## src/rtl/image_pkg.sv

```systemverilog
// Shared widths, defaults and the sequencer state type for the image reader.
package image_pkg;

  localparam int IMG_ADR_W    = 19;
  localparam int PIX_W        = 8;
  localparam int N_PIXELS_DEF = 307200;
  // One extra bit so a full 2^19-pixel frame count is representable.
  localparam int CNT_W        = IMG_ADR_W + 1;

  typedef enum logic [1:0] {
    IDLE   = 2'd0,
    READ   = 2'd1,
    DRAIN  = 2'd2,
    FINISH = 2'd3
  } state_t;

endpackage

```

## src/rtl/image_reader_pixel_fifo.sv

```systemverilog
// Two-entry pixel buffer between the RAM read port and the pixel stream.
// Push and pop in the same cycle keep occupancy and order unchanged.
module pixel_fifo
  import image_pkg::*;
(
  input  logic             clk,
  input  logic             reset,
  input  logic             i_push,
  input  logic             i_pop,
  input  logic [PIX_W-1:0] i_data,
  output logic [PIX_W-1:0] o_data,
  output logic             o_empty,
  output logic             o_full
);

  logic [PIX_W-1:0] r_mem [2];
  logic             r_wr_ptr;
  logic             r_rd_ptr;
  logic [1:0]       r_count;
  logic             w_do_pop;

  // A pop on an empty buffer is ignored so pointers cannot slip.
  assign w_do_pop = i_pop & ~o_empty;

  // Storage, pointers and occupancy; reset empties the buffer.
  always_ff @(posedge clk) begin
    if (reset) begin
      r_mem[0] <= '0;
      r_mem[1] <= '0;
      r_wr_ptr <= 1'b0;
      r_rd_ptr <= 1'b0;
      r_count  <= 2'd0;
    end else begin
      if (i_push) begin
        r_mem[r_wr_ptr] <= i_data;
        r_wr_ptr        <= ~r_wr_ptr;
      end
      if (w_do_pop) begin
        r_rd_ptr <= ~r_rd_ptr;
      end
      case ({i_push, w_do_pop})
        2'b10:   r_count <= r_count + 2'd1;
        2'b01:   r_count <= r_count - 2'd1;
        default: r_count <= r_count;
      endcase
    end
  end

  // Head of the buffer and status flags.
  always_comb begin
    o_data  = r_mem[r_rd_ptr];
    o_empty = (r_count == 2'd0);
    o_full  = (r_count == 2'd2);
  end

endmodule

```

## src/rtl/image_reader.sv

```systemverilog
// Streams one frame of N_PIXELS pixels from an image RAM (one-cycle read
// latency) starting at BASE_ADR, with at most two pixels outstanding or
// buffered at any time.
//
// Stream handshake: a pixel transfers in every cycle where pix_valid and
// pix_ready are both high. Once pix_valid rises it stays high, and pix_data
// stays unchanged, until that transfer happens; pix_ready may change freely.
module image_reader
  import image_pkg::*;
#(
  parameter logic [IMG_ADR_W-1:0] BASE_ADR = '0,
  parameter int                   N_PIXELS = N_PIXELS_DEF
) (
  input  logic                 clk,
  input  logic                 reset,
  input  logic                 start,
  output logic                 busy,
  output logic                 done,
  output logic [IMG_ADR_W-1:0] rd_adr,
  output logic                 rd_en,
  input  logic [PIX_W-1:0]     rd_data,
  output logic [PIX_W-1:0]     pix_data,
  output logic                 pix_valid,
  input  logic                 pix_ready,
  output logic                 pix_last,
  output state_t               o_dbg_state
);

  localparam logic [CNT_W-1:0] LAST_IDX = CNT_W'(N_PIXELS - 1);

  state_t           r_state;
  state_t           w_state_nxt;
  logic [CNT_W-1:0] r_issue_cnt;
  logic [CNT_W-1:0] r_deliver_cnt;
  logic             r_inflight;

  logic             w_rd_en;
  logic             w_hs;
  logic             w_empty;
  logic             w_full;
  logic [PIX_W-1:0] w_head;
  logic [1:0]       w_occ;
  logic [1:0]       w_credit;

  // Read data lands one cycle after its request and goes straight in the buffer.
  pixel_fifo u_fifo (
    .clk     (clk),
    .reset   (reset),
    .i_push  (r_inflight),
    .i_pop   (w_hs),
    .i_data  (rd_data),
    .o_data  (w_head),
    .o_empty (w_empty),
    .o_full  (w_full)
  );

  assign w_hs  = ~w_empty & pix_ready;
  assign w_occ = w_full ? 2'd2 : (w_empty ? 2'd0 : 2'd1);
  // Reads in flight plus buffered pixels, crediting a pop happening this
  // cycle: that slot is free again by the time a new read's data arrives,
  // which is what allows one read per cycle with the consumer always ready.
  assign w_credit = {1'b0, r_inflight} + w_occ - {1'b0, w_hs};

  // State register.
  always_ff @(posedge clk) begin
    if (reset) begin
      r_state <= IDLE;
    end else begin
      r_state <= w_state_nxt;
    end
  end

  // Next-state logic; start only matters in IDLE.
  always_comb begin
    w_state_nxt = r_state;
    unique case (r_state)
      IDLE:    if (start) w_state_nxt = READ;
      READ:    if (w_rd_en && (r_issue_cnt == LAST_IDX)) w_state_nxt = DRAIN;
      DRAIN:   if (w_hs && pix_last) w_state_nxt = FINISH;
      FINISH:  w_state_nxt = IDLE;
      default: w_state_nxt = IDLE;
    endcase
  end

  // Outputs decoded from state, buffer status and counters.
  always_comb begin
    busy        = (r_state != IDLE);
    done        = (r_state == FINISH);
    w_rd_en     = (r_state == READ) && (w_credit < 2'd2);
    rd_en       = w_rd_en;
    rd_adr      = w_rd_en ? (BASE_ADR + r_issue_cnt[IMG_ADR_W-1:0]) : '0;
    pix_valid   = ~w_empty;
    pix_data    = w_empty ? '0 : w_head;
    pix_last    = ~w_empty && (r_deliver_cnt == LAST_IDX);
    o_dbg_state = r_state;
  end

  // Issue/deliver counters and the in-flight read marker.
  always_ff @(posedge clk) begin
    if (reset) begin
      r_issue_cnt   <= '0;
      r_deliver_cnt <= '0;
      r_inflight    <= 1'b0;
    end else begin
      r_inflight <= w_rd_en;
      if ((r_state == IDLE) && start) begin
        r_issue_cnt   <= '0;
        r_deliver_cnt <= '0;
      end else begin
        if (w_rd_en) r_issue_cnt   <= r_issue_cnt + CNT_W'(1);
        if (w_hs)    r_deliver_cnt <= r_deliver_cnt + CNT_W'(1);
      end
    end
  end

endmodule

```

## config.mk

```make
export PLATFORM = sky130hd
export DESIGN_NAME = image_reader
export DESIGN_NICKNAME = d
export VERILOG_FILES = /design/src/rtl/image_pkg.sv /design/src/rtl/image_reader_pixel_fifo.sv /design/src/rtl/image_reader.sv
export SDC_FILE = /design/constraint.sdc
export NUM_CORES = 1
export LEC_CHECK = 0
export ABC_CLOCK_PERIOD_IN_PS = 7080
export BUFFER_PORTS_ARGS = -buffer_cell sky130_fd_sc_hd__clkbuf_2
export CAP_MARGIN = 0
export CORE_ASPECT_RATIO = 0.6
export CORE_MARGIN = 2
export CORE_UTILIZATION = 60
export CTS_BUF_LIST = sky130_fd_sc_hd__clkbuf_4
export DETAILED_ROUTE_END_ITERATION = 12
export GPL_TIMING_DRIVEN = 0
export PLACE_DENSITY = 0.86
export REMOVE_ABC_BUFFERS = 1
export SKIP_CTS_REPAIR_TIMING = 1
export SLEW_MARGIN = 20
export SYNTH_ARGS = -nofsm -noshare
export SYNTH_HDL_FRONTEND = slang
export SYNTH_SLANG_ARGS = --single-unit
```

## constraint.sdc

```tcl
create_clock -name clk -period 7.08 [get_ports clk]
set_input_delay 0.708 -clock clk [delete_from_list [all_inputs] [get_ports clk]]
set_output_delay 0.708 -clock clk [all_outputs]
set_load 0.005 [all_outputs]
```

==> flow_summary.yaml <==
timing:
  max_freq_mhz: 263
  fin_skew_ns: 0.0141
  final.min_clock_period_ns: 3.80
  slew_viol_final: 0
  whs_ns: 0.490
  tns_ns: 0
  worstMarginPinSlew_ns: 0.964
  hold_viol: 0
  max_slew_margin_pct: 35.7
  setup_viol: 0
  period_share_pct: 53.7
  rsz0062_at_grt: "false"
pwr:
  p_sw_share_pct: 35.3
  power.leakage_nw: 1.48
  peakVddDrop_v: 0.000153
  seq_power_share_pct: 48.0
  clock_power_share_pct: 22.3
  combinationalPowerShare_pct: 29.7
  switchingPower_w: 0.000323
  p_int_w: 0.000593
  power_density_nw_per_um2: 251
worst_hold_path:
  min_path_type: "flip-flop to flip-flop"
  min_path_cells: 2
  hold_path_end: "r_issue_cnt[19]"
  hold_start: "r_issue_cnt[19]"
worst_setup_path:
  worstSetupStartpointType: "flip-flop"
  cp_slowest_cell: "xnor3_2"
  rr_startpoint: "u_fifo.r_count[0]"
  worst_setup_path_end_kind: "output port"
  path_depth: 10
  r2r_setup_slack_ns: 4.10
  path_buf_inv: 3
  path_class: "flip-flop to output port"
  reg2regPathDepth: 10
  path_cells: "nor2_4 > inv_6 > nand2_4 > inv_6 > ha_1 > and2b_1 > xnor3_2 > nand2_1 > nor2_1 > clkbuf_2"
  cp.required_ns: 6.37
  timing.rr.end: "r_issue_cnt[17]"
  cp_max_fo: 32
  cp_top_family: "simple AND/OR/NAND/NOR gates"
  crit_arrival_ns: 3.09
  cp_slowest_stage_delay_ns: 0.64
  worst_path_most_repeated_cell: "inv_6"
floorplanning:
  die_x_um: 100
  die_h_um: 61.6
  core_area_um2: 5180
  dieArea_um2: 6160
  num_io_pins: 46
  start_util_pct: 64.0
  rows: 20
cells_and_area:
  instances_no_fill: 460
  syn_to_final_growth_pct: 10.2
  n_antenna_cell: 0
  layout-drive-gt1-share_pct: 19.8
  nets: 410
  layout_common_cells: "dfxtp_1 (48), nor2_1 (45), clkbuf_2 (45)"
  nFillCells: 392
  final_common_cell: "dfxtp_1"
routing:
  routedWlPerCell_um: 14.2
  first_pass_iters: 4
  ant_nets: 0
  wl_um: 6510
  num_vias: 2575
  drt-initial-drc-count: 95
  vias_per_cell: 5.60
  drc_errors: 0
clock_network:
  cts_sinks: 64
  cts_tree: "done"
  cts_buffers: 9
  root_buffer: "clkbuf_4"
  clk_path_buf_depth: 2
  htreeDepth: 3
  clk_latency_ns: 0.41
  clk_pin_slew_worst_paths_ns: 0.10
logic_synthesis:
  async_reset_ff_share_pct: 0
  synth-seq-cells: 64
  syn-cell-area_um2: 3320
  ys_seq_area_share_pct: 43.5
  yosysWarnings: 0
  syn_inst: 347
  synth_edf_count: 16
  synth_flop_cell: "dfxtp_1"
  ys_types: 50
  syn_avg_cell_area_um2: 9.56
grt:
  antenna_found_initial: 0
  grt_pass1_wl_um: 10700
  groute.usage.overall_pct: 23.0
  grt_max_degree: 42
  grt_pass1_vias: 2288
  grt-ovfl-total: 0
placed_design:
  gp_congestion: 0.849
  dpl.cell_count: 444
  numPortBuffers: 45
  hpwl_um: 4640
run:
  drv_cap: 0
outcome:
  status: "completed"
worst max path at each step:
stage	startpoint	endpoint	slack (ns)
3_3_place_gp	pix_ready	rd_en	3.70
2_1_floorplan	pix_ready	rd_adr[14]	4.23
3_5_place_dp	pix_ready	rd_en	3.66
6_report	u_fifo.r_count[0]	rd_adr[7]	3.28
5_1_grt	u_fifo.r_count[0]	rd_adr[7]	3.07
4_1_cts	u_fifo.r_count[0]	rd_adr[7]	3.28
per-stage QoR:
| stage | util (%) | power, W | worst slack, ns | cell area, um^2 |
|---|---|---|---|---|
| global route | 70.6 | 0.000974 | 3.07 | 3650 |
| CTS | 70.6 | 0.000921 | 3.28 | 3650 |
| floorplan | - | 0.000633 | 4.23 | 3240 |
| global placement | 68.4 | 0.000710 | 3.70 | 3540 |
| finish | 70.6 | 0.000916 | 3.28 | 3650 |
| detailed placement | 68.4 | 0.000720 | 3.66 | 3540 |
cell families after synthesis:
family / synth area share [%]
simple gates: 30.5
fa+ha+maj: 3.40
mux: 2.72
buf+inv: 4.53
flops: 43.5
compound gates: 5.70
xor+xnor: 9.70
registers in the layout, summed over array words and instances, names as in the netlist, named ones only:
register,count
u_fifo.r_mem,16
u_fifo.r_rd_ptr,1
u_fifo.r_wr_ptr,1
o_dbg_state,2
r_deliver_cnt,20
u_fifo.r_count,2
r_inflight,1
r_issue_cnt,20
layer usage:
layer / routed length, um / up-vias / global-route usage [%]
met5: 0 / - / 0
met4: 99 / 0 / 7.83
met3: 333 / 9 / 7.38
met2: 2880 / 55 / 35.5
met1: 3200 / 1217 / 31.1
li1: - / 1294 / -
cells in the mapped netlist, types with 2 or more instances:
library cell / n / area, um^2
a21o_1: 2 / 15.0
nand2b_1: 2 / 12.5
nor3_2: 2 / 20.0
a21oi_1: 10 / 50.1
nor4_1: 3 / 18.8
nand4_4: 3 / 63.8
inv_6: 2 / 17.5
dfxtp_1: 48 / 961
and4_1: 2 / 17.5
nand3_1: 13 / 65.1
nor2b_1: 4 / 25.0
mux2i_1: 9 / 90.1
nor2_1: 45 / 169
nor3_1: 9 / 45.0
buf_6: 3 / 33.8
and3_1: 20 / 125
a311oi_1: 2 / 17.5
or3_1: 7 / 43.8
and2_1: 18 / 113
o21ai_0: 7 / 35.0
nand2_1: 14 / 52.6
xnor2_1: 18 / 158
xor2_1: 16 / 140
nand4_1: 18 / 113
edfxtp_1: 16 / 480
clkbuf_1: 9 / 33.8
inv_1: 14 / 52.6
ha_1: 9 / 113
power groups by stage:
stage / logic [W] / clock network, W / registers, W
after floorplan: 0.000193 / 0 / 0.000440
after global placement: 0.000264 / 0 / 0.000446
after detailed placement: 0.000273 / 0 / 0.000447
after CTS: 0.000274 / 0.000208 / 0.000439
after global routing: 0.000305 / 0.000225 / 0.000445
final: 0.000272 / 0.000205 / 0.000439
tightest hold or removal path: cells and delay by family (launching register included):
kind | cells | cell delay, ns
flops | 1 | 0.33
compound gates | 2 | 0.13
final cells by class:
class	instances	area, um^2	share of cell area (%)
Clock buffer	13	97.6	2.67
Clock inverter	3	12.5	0.342
Inverter	16	70.1	1.92
Multi-Input combinational cell	253	1730	47.2
Sequential cell	64	1440	39.4
Tap cell	66	82.6	2.26
Timing Repair Buffer	45	225	6.16
(Power assumes the default switching activity.)
